**config.mk**
```make
export PLATFORM = sky130hd
export DESIGN_NAME = dma_load_scheduler
export DESIGN_NICKNAME = d
export VERILOG_FILES = /design/src/rtl/dma_pkg.sv /design/src/rtl/rr_arbiter.sv /design/src/rtl/dma_load_scheduler.sv
export SDC_FILE = /design/constraint.sdc
export NUM_CORES = 1
export LEC_CHECK = 0
export ABC_AREA = 1
export CAP_MARGIN = 25
export CORE_ASPECT_RATIO = 1.4
export CORE_MARGIN = 2
export CORE_UTILIZATION = 58
export CTS_CLUSTER_DIAMETER = 30
export DETAILED_ROUTE_END_ITERATION = 12
export DONT_BUFFER_PORTS = 1
export PLACE_DENSITY = 0.74
export SYNTH_ARGS = -nofsm -noshare
export SYNTH_HDL_FRONTEND = slang
export SYNTH_SLANG_ARGS = --single-unit
```
**constraint.sdc**
```tcl
create_clock -name clk_h -period 5 [get_ports clk_h]
set_clock_uncertainty 0.1 [all_clocks]
set_input_delay 0.75 -clock clk_h [delete_from_list [all_inputs] [get_ports clk_h]]
set_output_delay 0.75 -clock clk_h [all_outputs]
set_load 0.05 [all_outputs]
```
**src/rtl/dma_pkg.sv**
```systemverilog
// Shared codes and FSM state type for the DMA load scheduler.
package dma_pkg;

    localparam logic [2:0] TYPE_NONE    = 3'd0;
    localparam logic [2:0] TYPE_INPUT   = 3'd1;
    localparam logic [2:0] TYPE_PT_EVEN = 3'd2;
    localparam logic [2:0] TYPE_PT_ODD  = 3'd3;
    localparam logic [2:0] TYPE_V       = 3'd4;
    localparam logic [2:0] TYPE_Z       = 3'd5;
    localparam logic [2:0] TYPE_BIAS    = 3'd6;

    localparam logic [1:0] BUF_IDLE = 2'b00;
    localparam logic [1:0] BUF_RD   = 2'b01;
    localparam logic [1:0] BUF_WR   = 2'b10;

    typedef enum logic [1:0] {
        StIdle,
        StIssue,
        StWaitAck,
        StDrain
    } state_e;

endpackage

```
**src/rtl/rr_arbiter.sv**
```systemverilog
// Round-robin arbiter: searches from the last winner + 1 with wrap; pointer moves on advance.
module rr_arbiter #(
    parameter int unsigned NUM_REQ   = 6,
    parameter int unsigned IDX_WIDTH = $clog2(NUM_REQ)
) (
    input  logic                 clk_h,
    input  logic                 rst,
    input  logic [NUM_REQ-1:0]   req,
    input  logic                 advance,
    output logic [NUM_REQ-1:0]   grant,
    output logic [IDX_WIDTH-1:0] grant_idx,
    output logic                 grant_valid
);

    logic [IDX_WIDTH-1:0] ptr_q;
    logic [IDX_WIDTH-1:0] idx;

    always_ff @(posedge clk_h) begin
        if (rst) begin
            ptr_q <= IDX_WIDTH'(NUM_REQ - 1);
        end else if (advance && grant_valid) begin
            ptr_q <= grant_idx;
        end
    end

    always_comb begin
        grant       = '0;
        grant_idx   = '0;
        grant_valid = 1'b0;
        idx         = '0;
        for (int unsigned k = 1; k <= NUM_REQ; k++) begin
            idx = IDX_WIDTH'((32'(ptr_q) + k) % NUM_REQ);
            if (!grant_valid && req[idx]) begin
                grant_valid = 1'b1;
                grant_idx   = idx;
                grant[idx]  = 1'b1;
            end
        end
    end

endmodule

```
**src/rtl/dma_load_scheduler.sv**
```systemverilog
// Grants one RAM loader at a time and sequences its lines through the DMA line buffer.
module dma_load_scheduler
    import dma_pkg::*;
#(
    parameter int unsigned NUM_REQ        = 6,
    parameter int unsigned MEM_ADDR_WIDTH = 6,
    parameter int unsigned LEN_WIDTH      = 8,
    parameter int unsigned WORDS_PER_LINE = 16,
    parameter int unsigned TIMEOUT        = 64
) (
    input  logic                          clk_h,
    input  logic                          rst,
    input  logic [NUM_REQ-1:0]            req,
    input  logic [NUM_REQ*MEM_ADDR_WIDTH-1:0] req_base,
    input  logic [NUM_REQ*LEN_WIDTH-1:0]  req_lines,
    output logic [NUM_REQ-1:0]            ack,
    output logic [NUM_REQ-1:0]            done,
    input  logic                          line_valid,
    output logic                          line_pop,
    output logic [1:0]                    buf_enable,
    output logic [MEM_ADDR_WIDTH-1:0]     buf_addr,
    output logic [2:0]                    buf_type,
    output logic                          buf_selecter,
    input  logic                          buf_ready,
    input  logic                          buf_to_ram_ready,
    output logic                          busy,
    output logic                          err
);

    localparam int unsigned IdxW = $clog2(NUM_REQ);
    localparam int unsigned TmoW = $clog2(TIMEOUT + 1);
    localparam int unsigned DrnW = $clog2(WORDS_PER_LINE + 1);

    state_e                    state_q, state_d;
    logic [MEM_ADDR_WIDTH-1:0] cur_addr_q, cur_addr_d;
    logic [LEN_WIDTH-1:0]      lines_left_q, lines_left_d;
    logic [2:0]                type_q, type_d;
    logic [NUM_REQ-1:0]        owner_q, owner_d;
    logic [TmoW-1:0]           tmo_q, tmo_d;
    logic [DrnW-1:0]           drain_q, drain_d;
    logic                      zero_pend_q, zero_pend_d;

    logic [NUM_REQ-1:0]        ack_q, ack_d, done_q, done_d;
    logic                      line_pop_q, line_pop_d;
    logic [1:0]                buf_enable_q, buf_enable_d;
    logic [MEM_ADDR_WIDTH-1:0] buf_addr_q, buf_addr_d;
    logic [2:0]                buf_type_q, buf_type_d;
    logic                      buf_selecter_q, buf_selecter_d;
    logic                      err_q, err_d;

    logic [NUM_REQ-1:0]        grant;
    logic [IdxW-1:0]           grant_idx;
    logic                      grant_valid;
    logic                      advance;

    rr_arbiter #(
        .NUM_REQ   (NUM_REQ),
        .IDX_WIDTH (IdxW)
    ) u_arb (
        .clk_h       (clk_h),
        .rst         (rst),
        .req         (req),
        .advance     (advance),
        .grant       (grant),
        .grant_idx   (grant_idx),
        .grant_valid (grant_valid)
    );

    always_comb begin
        state_d        = state_q;
        cur_addr_d     = cur_addr_q;
        lines_left_d   = lines_left_q;
        type_d         = type_q;
        owner_d        = owner_q;
        tmo_d          = tmo_q;
        drain_d        = drain_q;
        zero_pend_d    = 1'b0;
        ack_d          = '0;
        done_d         = '0;
        line_pop_d     = 1'b0;
        buf_enable_d   = BUF_IDLE;
        buf_selecter_d = 1'b0;
        err_d          = err_q;
        advance        = 1'b0;

        case (state_q)
            StIdle: begin
                // The done_q check guarantees a bubble cycle between back-to-back jobs.
                if (zero_pend_q) begin
                    done_d = owner_q;
                end else if (grant_valid && (done_q == '0)) begin
                    advance      = 1'b1;
                    ack_d        = grant;
                    owner_d      = grant;
                    cur_addr_d   = req_base[grant_idx*MEM_ADDR_WIDTH +: MEM_ADDR_WIDTH];
                    lines_left_d = req_lines[grant_idx*LEN_WIDTH +: LEN_WIDTH];
                    type_d       = 3'(grant_idx) + 3'd1;
                    if (lines_left_d == '0) begin
                        zero_pend_d = 1'b1;
                    end else begin
                        state_d = StIssue;
                    end
                end
            end
            StIssue: begin
                if (line_valid && buf_ready) begin
                    buf_enable_d   = BUF_WR;
                    buf_selecter_d = 1'b1;
                    tmo_d          = '0;
                    state_d        = StWaitAck;
                end
            end
            StWaitAck: begin
                buf_selecter_d = 1'b1;
                if (buf_to_ram_ready) begin
                    line_pop_d     = 1'b1;
                    drain_d        = '0;
                    buf_selecter_d = 1'b0;
                    state_d        = StDrain;
                end else if (tmo_q == TmoW'(TIMEOUT - 1)) begin
                    err_d          = 1'b1;
                    done_d         = owner_q;
                    buf_selecter_d = 1'b0;
                    state_d        = StIdle;
                end else begin
                    tmo_d = tmo_q + TmoW'(1);
                end
            end
            StDrain: begin
                if (drain_q == DrnW'(WORDS_PER_LINE - 1)) begin
                    lines_left_d = lines_left_q - LEN_WIDTH'(1);
                    cur_addr_d   = cur_addr_q + MEM_ADDR_WIDTH'(WORDS_PER_LINE);
                    if (lines_left_q == LEN_WIDTH'(1)) begin
                        done_d  = owner_q;
                        state_d = StIdle;
                    end else begin
                        state_d = StIssue;
                    end
                end else begin
                    drain_d = drain_q + DrnW'(1);
                end
            end
            default: state_d = StIdle;
        endcase

        buf_addr_d = (state_d == StIdle) ? '0 : cur_addr_d;
        buf_type_d = (state_d == StIdle) ? TYPE_NONE : type_d;
    end

    always_ff @(posedge clk_h) begin
        if (rst) begin
            state_q        <= StIdle;
            cur_addr_q     <= '0;
            lines_left_q   <= '0;
            type_q         <= TYPE_NONE;
            owner_q        <= '0;
            tmo_q          <= '0;
            drain_q        <= '0;
            zero_pend_q    <= 1'b0;
            ack_q          <= '0;
            done_q         <= '0;
            line_pop_q     <= 1'b0;
            buf_enable_q   <= BUF_IDLE;
            buf_addr_q     <= '0;
            buf_type_q     <= TYPE_NONE;
            buf_selecter_q <= 1'b0;
            err_q          <= 1'b0;
        end else begin
            state_q        <= state_d;
            cur_addr_q     <= cur_addr_d;
            lines_left_q   <= lines_left_d;
            type_q         <= type_d;
            owner_q        <= owner_d;
            tmo_q          <= tmo_d;
            drain_q        <= drain_d;
            zero_pend_q    <= zero_pend_d;
            ack_q          <= ack_d;
            done_q         <= done_d;
            line_pop_q     <= line_pop_d;
            buf_enable_q   <= buf_enable_d;
            buf_addr_q     <= buf_addr_d;
            buf_type_q     <= buf_type_d;
            buf_selecter_q <= buf_selecter_d;
            err_q          <= err_d;
        end
    end

    assign ack          = ack_q;
    assign done         = done_q;
    assign line_pop     = line_pop_q;
    assign buf_enable   = buf_enable_q;
    assign buf_addr     = buf_addr_q;
    assign buf_type     = buf_type_q;
    assign buf_selecter = buf_selecter_q;
    assign busy         = (state_q != StIdle);
    assign err          = err_q;

endmodule

```
# After elaboration in Yosys (flattened, before gate mapping)
# Cells that the tools add are included.
dict set report word_totals {
  latchBits 0
  ram_bits 0
  ff_bits 67
  memories 0
  in_bits 95
  rom_bits 0
}
dict set report op_classes {
  eq_ne 14
  multipliers 1
  n_shift 2
  n_div 6
  addsub 11
  bitwise_logic 11
  n_lt_le_gt_ge 12
  reduce_logical 36
  muxes 85
}
# cell n
set op_table {}
lappend op_table {{remainder unit 32 x 3 -> 32 bit, second input constant} 6}
lappend op_table {{2-to-1 mux 6 bit} 14}
lappend op_table {{indexed part select 48 x 7 -> 8 bit} 1}
lappend op_table {{indexed part select 36 x 7 -> 6 bit} 1}
lappend op_table {{OR 6 bit} 5}
lappend op_table {{2-to-1 mux 1 bit} 27}
lappend op_table {{2-to-1 mux 3 bit} 9}
lappend op_table {{< comparator 3 x 4 -> 1 bit, second input constant} 6}
lappend op_table {{2-to-1 mux 8 bit} 3}
lappend op_table {{2-to-1 mux 7 bit} 3}
lappend op_table {{binary-select mux 1 bit (select 3 bit)} 6}
lappend op_table {{demux 1 bit (select 3 bit)} 6}
lappend op_table {{greater-or-equal comparator 3 x 1 -> 1 bit, second input constant} 6}
lappend op_table {{one-hot mux 6 bit (3 select lines)} 1}
lappend op_table {{2-to-1 mux 2 bit} 8}
lappend op_table {{inequality test 2 bit, second input constant} 8}
lappend op_table {{one-hot mux 8 bit (2 select lines)} 1}
lappend op_table {{logical AND 1 bit} 14}
lappend op_table {{one-hot mux 7 bit (2 select lines)} 1}
lappend op_table {{adder 3 x 3 -> 4 bit, second input constant} 3}
lappend op_table {{one-hot mux 6 bit (2 select lines)} 1}
lappend op_table {{2-to-1 mux 5 bit} 2}
lappend op_table {{one-hot mux 5 bit (2 select lines)} 1}
lappend op_table {{AND reduction 3 bit} 3}
lappend op_table {{other kinds (24)} 42}

# Logic depth before layout (Yosys ltp)
# Gate-level depths: netlist of run 1.
dict set report logic_depth {
  depth_word 28
  depth_mapped 37
  depth_no_buf 34
}

# Cells and area by module
# From an unflattened synthesis of run 1, not the netlist that was laid out.
dict set report hier_totals {
  cells_unflattened 800
  hier_area_um2 4924.7
}
# mod instances seq_area_each_um2 cells_each area_each_um2
set by_module_without_submodules {}
lappend by_module_without_submodules {dma_load_scheduler 1 1261.2 553 3636.0}
lappend by_module_without_submodules {rr_arbiter 1 60.1 247 1288.7}

# Worst setup path before layout of run 1
# No wires, ideal clock.
dict set report synth_path {
  kind {register -> register}
  start {reg u_arb.ptr_q[0]}
  end {reg buf_type_q[0] (netlist: buf_type[0])}
  setup_slack_ns 0.951
  synth_period_minus_slack_ns 4.049
  arrival_ns 3.825
  t_required_ns 4.775
  stages_incl_launch_ff 36
  n_path_buf 3
  cell_sequence {dfxtp_1 buf_4 inv_1 clkbuf_1 ha_1 inv_1 nand2_1 nand2_1 ha_1 nor2_1 nand3_1 nand2_1 nand2_1 nand2_2 nand2_2 nand2_1 nand2_1 nand2_1 nor2_2 nor2_4 nand4_4 inv_1 nand2_4 nand2_8 inv_4 buf_6 nand2_2 nand2_1 nand2_1 nand2_1 nor2_1 nand2_1 o21ai_2 nand3_1 nand2_2 a21oi_1}
}
dict set report synth_between {
  elab_chain_cells 28
  elab_cells_between_ends 59
}
# item line_no
set synth_lines {}
lappend synth_lines {{start: declaration} rr_arbiter.sv:15} ;# logic [IDX_WIDTH-1:0] ptr_q;
lappend synth_lines {{start signal: assignment} rr_arbiter.sv:20} ;# ptr_q <= IDX_WIDTH'(NUM_REQ - 1);
lappend synth_lines {{start signal: assignment} rr_arbiter.sv:22} ;# ptr_q <= grant_idx;
lappend synth_lines {{adder 3 x 1 -> 4 bit} rr_arbiter.sv:32} ;# idx = IDX_WIDTH'((32'(ptr_q) + k) % NUM_REQ);
lappend synth_lines {{remainder unit 32 x 3 -> 32 bit} rr_arbiter.sv:32}
lappend synth_lines {{binary-select mux 1 bit (select 3 bit)} rr_arbiter.sv:33} ;# if (!grant_valid && req[idx]) begin
lappend synth_lines {{2-to-1 mux 1 bit (not written as such)} rr_arbiter.sv:33}
lappend synth_lines {{2-to-1 mux 1 bit} rr_arbiter.sv:33}
lappend synth_lines {{logical NOT 1 bit} rr_arbiter.sv:33}
lappend synth_lines {{logical AND 1 bit} rr_arbiter.sv:33}
lappend synth_lines {{2-to-1 mux 1 bit} rr_arbiter.sv:33}
lappend synth_lines {{[12 not listed]} -}
lappend synth_lines {{indexed part select 48 x 7 -> 8 bit} dma_load_scheduler.sv:96} ;# lines_left_d = req_lines[grant_idx*LEN_WIDTH +: LEN_WIDTH];
lappend synth_lines {{logical NOT 8 bit} dma_load_scheduler.sv:98} ;# if (lines_left_d == '0) begin
lappend synth_lines {{2-to-1 mux 2 bit} dma_load_scheduler.sv:98}
lappend synth_lines {{2-to-1 mux 2 bit} dma_load_scheduler.sv:91} ;# end else if (grant_valid && (done_q == '0)) begin
lappend synth_lines {{2-to-1 mux 2 bit} dma_load_scheduler.sv:89} ;# if (zero_pend_q) begin
lappend synth_lines {{one-hot mux 2 bit (4 select lines)} dma_load_scheduler.sv:86} ;# case (state_q)
lappend synth_lines {{logical NOT 2 bit} dma_load_scheduler.sv:147} ;# buf_type_d = (state_d == StIdle) ? TYPE_NONE : type_d;
lappend synth_lines {{OR reduction 2 bit (no line)} -}
lappend synth_lines {{end signal: assignment} dma_load_scheduler.sv:182} ;# buf_type_q <= buf_type_d;
lappend synth_lines {{end: declaration} dma_load_scheduler.sv:47} ;# logic [2:0] buf_type_q, buf_type_d;
# Parallel ways exist; a longest one is shown, timed or not. The select of a mux whose other input is x is not followed.
# A chain may end at the register's enable or synchronous reset.

# Worst setup path in the final report of run 1
dict set report layout_path {
  start {reg u_arb.ptr_q[1]}
  end {reg buf_type_q[0] (netlist: buf_type[0])}
}
# The elaborated chain is that of the path after synthesis.

==> impl_metrics.tcl, run 1 <==
set metrics [dict create \
    final_util_pct 64.0 \
    worstPathRequired_ns 5.13 \
    final_layout_size_suffix_gt1_share_pct 10.4 \
    reg2reg_from "u_arb.ptr_q[1]" \
    cp-start-kind "flip-flop" \
    cts-root-buf "clkbuf_8" \
    rows 38 \
    tns_ns 0 \
    nets 832 \
    fin_crit_ns 4.50 \
    io-pin-count 122 \
    vias 4747 \
    fin_crit_sh_pct 90.0 \
    synth-edff-count 0 \
    die_area_um2 8770 \
    path_max_fanout 12 \
    synthSimpleGateAreaFrac_pct 39.0 \
    synth-compound-area-share_pct 15.1 \
    numCtsBuffers 9 \
    endpoint_kind "flip-flop" \
    port_buffers 0 \
    fillCellCount 747 \
    clk_path_buf_depth 2 \
    maxSlewViolCount 0 \
    synth.area.mux_share_pct 0.215 \
    grt_pass1_wl_um 19500 \
    drc 0 \
    totalWireLength_um 12400 \
    ys.flop_type "dfxtp_1" \
    drv_cap 0 \
    synthesis.instances 714 \
    die_w_um 79.7 \
    cp_slowest_stage_delay_ns 0.43 \
    final_common_cell "nand2_1" \
    firstDrtPassIters 5 \
    synth_warnings 0 \
    drt_first_iter_violations 198 \
    grt_usage_pct 28.4 \
    dp_hpwl_um 9640 \
    yosysSeqAreaShare_pct 28.4 \
    slew_headroom_pct 41.8 \
    start_util_pct 60.0 \
    yosysUniqueCellTypes 56 \
    rsz0062_at_grt "false" \
    overflow 0 \
    cts_max_level 3 \
    grt_pass1_vias 4342 \
    hold_viol 0 \
    holdBufCountCts 0 \
    via_per_inst 5.78 \
    hp-start "tmo_q[5]" \
    pre_cts_slack_ns 0.300 \
    hold_path_class "flip-flop to flip-flop" \
    cts_tree "yes" \
    wl_per_cell_um 15.2 \
    antenna_left 0 \
    cts_sinks 66 \
    yosys.area_share.adder_pct 5.65 \
    cp.arrival_ns 4.63 \
    antenna_found_initial 0 \
    reg2regPathDepth 28 \
    synthXorXnorAreaFrac_pct 1.32 \
    worstMarginPinSlew_ns 0.873 \
    syn2layout_area_growth_pct 6.59 \
    synth_top_family_by_area "simple AND/OR/NAND/NOR gates" \
    syn_nets 830 \
    fp.dieH_um 110 \
    diodes 0 \
    holdPathStages 1 \
    ys_ff_latch 66 \
    final_cell_mix "192 x nand2_1, 81 x nand3_1, 78 x inv_1" \
    crit_slowest_cell "dfxtp_1" \
    crit_type "flip-flop to flip-flop" \
    crit_start "u_arb.ptr_q[1]" \
    clock_latency_ns 0.35 \
    syn_area_um2 4650 \
    async_flop_share_pct 0 \
    grt_max_degree 46 \
    finalSetupViolCount 0 \
    gp_congestion 0.970 \
    fmax_ghz 0.222 \
    synth_area_per_cell_um2 6.52 \
    fin_ws_ns 0.502 \
    core-area_um2 7750 \
    clk_pin_slew_ns 0.07 \
    status "completed" \
]
[cells in the mapped netlist (2+ instances only)]
| cell | n | area, um2 |
|---|---|---|
| a211oi_1 | 5 | 37.5 |
| a21oi_1 | 37 | 185 |
| a221oi_1 | 5 | 43.8 |
| a22oi_1 | 4 | 30.0 |
| a31o_2 | 4 | 35.0 |
| a31oi_1 | 3 | 18.8 |
| buf_1 | 4 | 15.0 |
| buf_2 | 4 | 20.0 |
| buf_4 | 3 | 22.5 |
| buf_6 | 7 | 78.8 |
| clkbuf_1 | 7 | 26.3 |
| dfxtp_1 | 66 | 1320 |
| ha_1 | 21 | 263 |
| inv_1 | 79 | 297 |
| inv_2 | 2 | 7.51 |
| nand2_1 | 192 | 721 |
| nand2_2 | 11 | 68.8 |
| nand2_4 | 2 | 22.5 |
| nand3_1 | 81 | 405 |
| nand3_2 | 4 | 40.0 |
| nand4_1 | 13 | 81.3 |
| nor2_1 | 61 | 229 |
| nor2_2 | 3 | 18.8 |
| nor2_4 | 2 | 22.5 |
| nor3_1 | 16 | 80.1 |
| nor4_1 | 2 | 12.5 |
| o211ai_1 | 6 | 45.0 |
| o21ai_0 | 28 | 140 |
| o21ai_2 | 2 | 17.5 |
| o21bai_1 | 3 | 22.5 |
| o22ai_1 | 6 | 37.5 |
| or2_2 | 2 | 12.5 |
| xor2_1 | 6 | 52.6 |
[cell type report]
cell class	instances	area, um2	share of cell area [%]
Timing Repair Buffer	13	97.6	1.97
Multi-Input combinational cell	542	2890	58.2
Clock inverter	6	63.8	1.29
Clock buffer	10	138	2.77
Timing Repair inverter	1	7.51	0.151
Tap cell	100	125	2.52
Inverter	83	318	6.41
Sequential cell	66	1320	26.7
[flip-flops by register name, indices dropped and copies added (netlist names)]
register and flops:
buf_type 3, type_q 3, buf_addr 6, ack 6, tmo_q 7, buf_selecter 1, zero_pend_q 1, line_pop 1
buf_enable 1, owner_q 6, lines_left_q 8, u_arb.ptr_q 3, err 1, cur_addr_q 6, done 6, drain_q 5
state_q 2
[per-stage QoR]
stage	std cells	area (um2)	hold slack [ns]
finish	821	4960	0.345
global route	821	4960	0.356
CTS	810	4850	0.345
detailed placement	794	4650	0.333
global placement	794	4650	0.330
floorplan	714	4650	0.314
[routing by layer]
layer / GRT usage, % / routed length (um) / part of all wire (%) / up-vias
li1: - / - / - / 2368
met1: 28.7 / 4740 / 38 / 2191
met2: 54.6 / 6710 / 54 / 145
met3: 4.97 / 499 / 4.0 / 43
met4: 14.8 / 493 / 4.0 / 0
met5: 0 / 0 / 0 / -
[critical path, delay by kind of cell, from the launching register on]
kind	cells	cell delay [ns]
flip-flops	1	0.43
AO/OA/AOI/OAI	3	0.43
adder cells (fa/ha/maj)	2	0.56
AND/OR/NAND/NOR	18	2.16
buffers and inverters	5	0.67
[cell families (layout without fill, tap and decap cells)]
| family | count (synthesis) | count (layout) |
|---|---|---|
| buffers and inverters | 108 | 113 |
| muxes | 1 | 1 |
| xor gates and xnor gates | 7 | 7 |
| and+or+nand+nor | 397 | 399 |
| other | 1 | 1 |
| DFF | 66 | 66 |
| AOI/OAI and AO/OA | 113 | 113 |
| adders and majority gates | 21 | 21 |
[worst paths after layout]
check	end	slack (ns)
hold reg to reg	tmo_q[5]	0.35
setup reg to reg	buf_type[0]	0.50
hold / removal	tmo_q[5]	0.35
setup / recovery	buf_type[0]	0.50
[repair_timing]
| item | 4_1_cts | 5_1_grt |
|---|---|---|
| setup endpoints to repair | 0 | 11 |
| setup buffers | 0 | 8 |
| resized for setup | 0 | 5 |
Power of run 1 is not shown: default switching activity piles up to over one toggle a cycle in this logic, so the estimate is an artifact.
==> run 2, diff against run 1 <==
GPL_TIMING_DRIVEN = 0   (was not set)
==> impl_metrics.tcl, run 2 (synthesis results as in run 1) <==
set metrics [dict create \
    vias 4705 \
    hold_viol 0 \
    clk_path_buf_depth 2 \
    use_met1_pct 29.6 \
    cts_sinks 66 \
    rsz0062_at_grt "false" \
    final_common_cell "nand2_1" \
    grt_max_degree 14 \
    wl_per_cell_um 14.5 \
    tns_ns 0 \
    cts-root-buf "clkbuf_8" \
    crit_slowest_cell "a211oi_1" \
    finalSetupViolCount 0 \
    regMostFlops "lines_left_q" \
    use_met3_pct 5.78 \
    fp.dieH_um 110 \
    die_w_um 79.7 \
    drc 0 \
    final_layout_size_suffix_gt1_share_pct 10.0 \
    final_cell_mix "192 x nand2_1, 81 x nand3_1, 79 x inv_1" \
    drv_cap 0 \
    firstDrtPassIters 4 \
    crit_type "flip-flop to flip-flop" \
    antenna_found_initial 0 \
    crit_top_cell "nand2_1" \
    totalWireLength_um 12000 \
    hold_path_class "flip-flop to flip-flop" \
    fin_crit_sh_pct 91.6 \
    io-pin-count 122 \
    diodes 0 \
    start_util_pct 60.0 \
    drt_first_iter_violations 272 \
    endpoint_kind "flip-flop" \
    overflow 0 \
    status "completed" \
    worstPathRequired_ns 5.17 \
    port_buffers 0 \
    nets 841 \
    fin_crit_ns 4.58 \
    antenna_left 0 \
    largest_register_ffs 8 \
    dp_hpwl_um 9580 \
    cts_tree "yes" \
    grt_pass1_wl_um 19800 \
    via_per_inst 5.67 \
    rows 38 \
    gp_congestion 0.908 \
    die_area_um2 8770 \
    use_met2_pct 54.1 \
    cp.arrival_ns 4.75 \
    core-area_um2 7750 \
    maxSlewViolCount 0 \
    grt_busiest_layer "met2" \
    clock_latency_ns 0.34 \
    worstMarginPinSlew_ns 0.831 \
    syn2layout_area_growth_pct 8.44 \
    clk_pin_slew_ns 0.08 \
    reg_top3 "lines_left_q (8), tmo_q (7)" \
    cp_slowest_stage_delay_ns 0.40 \
    numCtsBuffers 9 \
    cp-start-kind "flip-flop" \
    slew_headroom_pct 44.6 \
    fin_cells 830 \
    fmax_ghz 0.218 \
    dp_cells 814 \
    grt_pass1_vias 4538 \
    grt_usage_pct 28.4 \
    cts_max_level 3 \
    path_max_fanout 10 \
]
run 2: cell types whose count changed in the layout (fill, tap and decap cells not counted), moves of 2 or more:
| cell | before | now |
|---|---|---|
| buf_1 | 0 | 4 |
| buf_2 | 0 | 4 |
| buf_4 | 13 | 3 |
| buf_6 | 0 | 8 |
| bufinv_16 | 1 | 3 |
| clkbuf_1 | 0 | 6 |
| clkinv_2 | 2 | 0 |
| clkinv_4 | 0 | 3 |
| clkinvlp_4 | 4 | 0 |
run 2: metrics by stage:
stage	setup WS, ns	hold slack [ns]	utilization, %	cell area (um2)
floorplan	0.951	0.314	-	4650
global placement	0.183	0.330	61.7	4780
detailed placement	0.0720	0.342	61.7	4780
CTS	0.0213	0.354	64.9	5030
global route	0.00511	0.370	65.1	5050
finish	0.419	0.353	65.1	5050
run 2: cell type report:
class,instances,area [um2]
clock inverter,7,125
sequential,66,1330
fill,753,2700
multi-input combinational,540,2860
inverter,83,314
clock buffer,9,124
buffer,25,170
tap,100,125
run 2: path summary, 6_finish.rpt:
check / from / endpoint / slack (ns) / cells past startpoint
worst max register to register: u_arb.ptr_q[0] / owner_q[5] / 0.42 / 28
worst min register to register: tmo_q[6] / tmo_q[6] / 0.35 / 1
worst min-delay path: tmo_q[6] / tmo_q[6] / 0.35 / 1
worst max-delay path: u_arb.ptr_q[0] / owner_q[5] / 0.42 / 28
run 2: timing repair:
action / 4_1_cts / 5_1_grt
setup endpoints to repair: 0 / 35
gates resized for setup: 0 / 10
setup buffers: 0 / 0
hold buffers: 0 / 0
run 2: per-layer routing:
layer	up-vias	part of all wire, %	routed length (um)
li1	2390	-	-
met1	2165	38	4610
met2	121	55	6630
met3	29	3.8	454
met4	0	2.5	302
met5	-	0	0
run 2: worst max-delay path: cells and delay by family, from the launching register on:
family | cells | cell delay [ns]
compound gates | 2 | 0.57
fa+ha+maj | 2 | 0.51
buf+inv | 7 | 1.05
flops | 1 | 0.37
simple gates | 17 | 1.91
Power of run 2 is left out for the same reason.
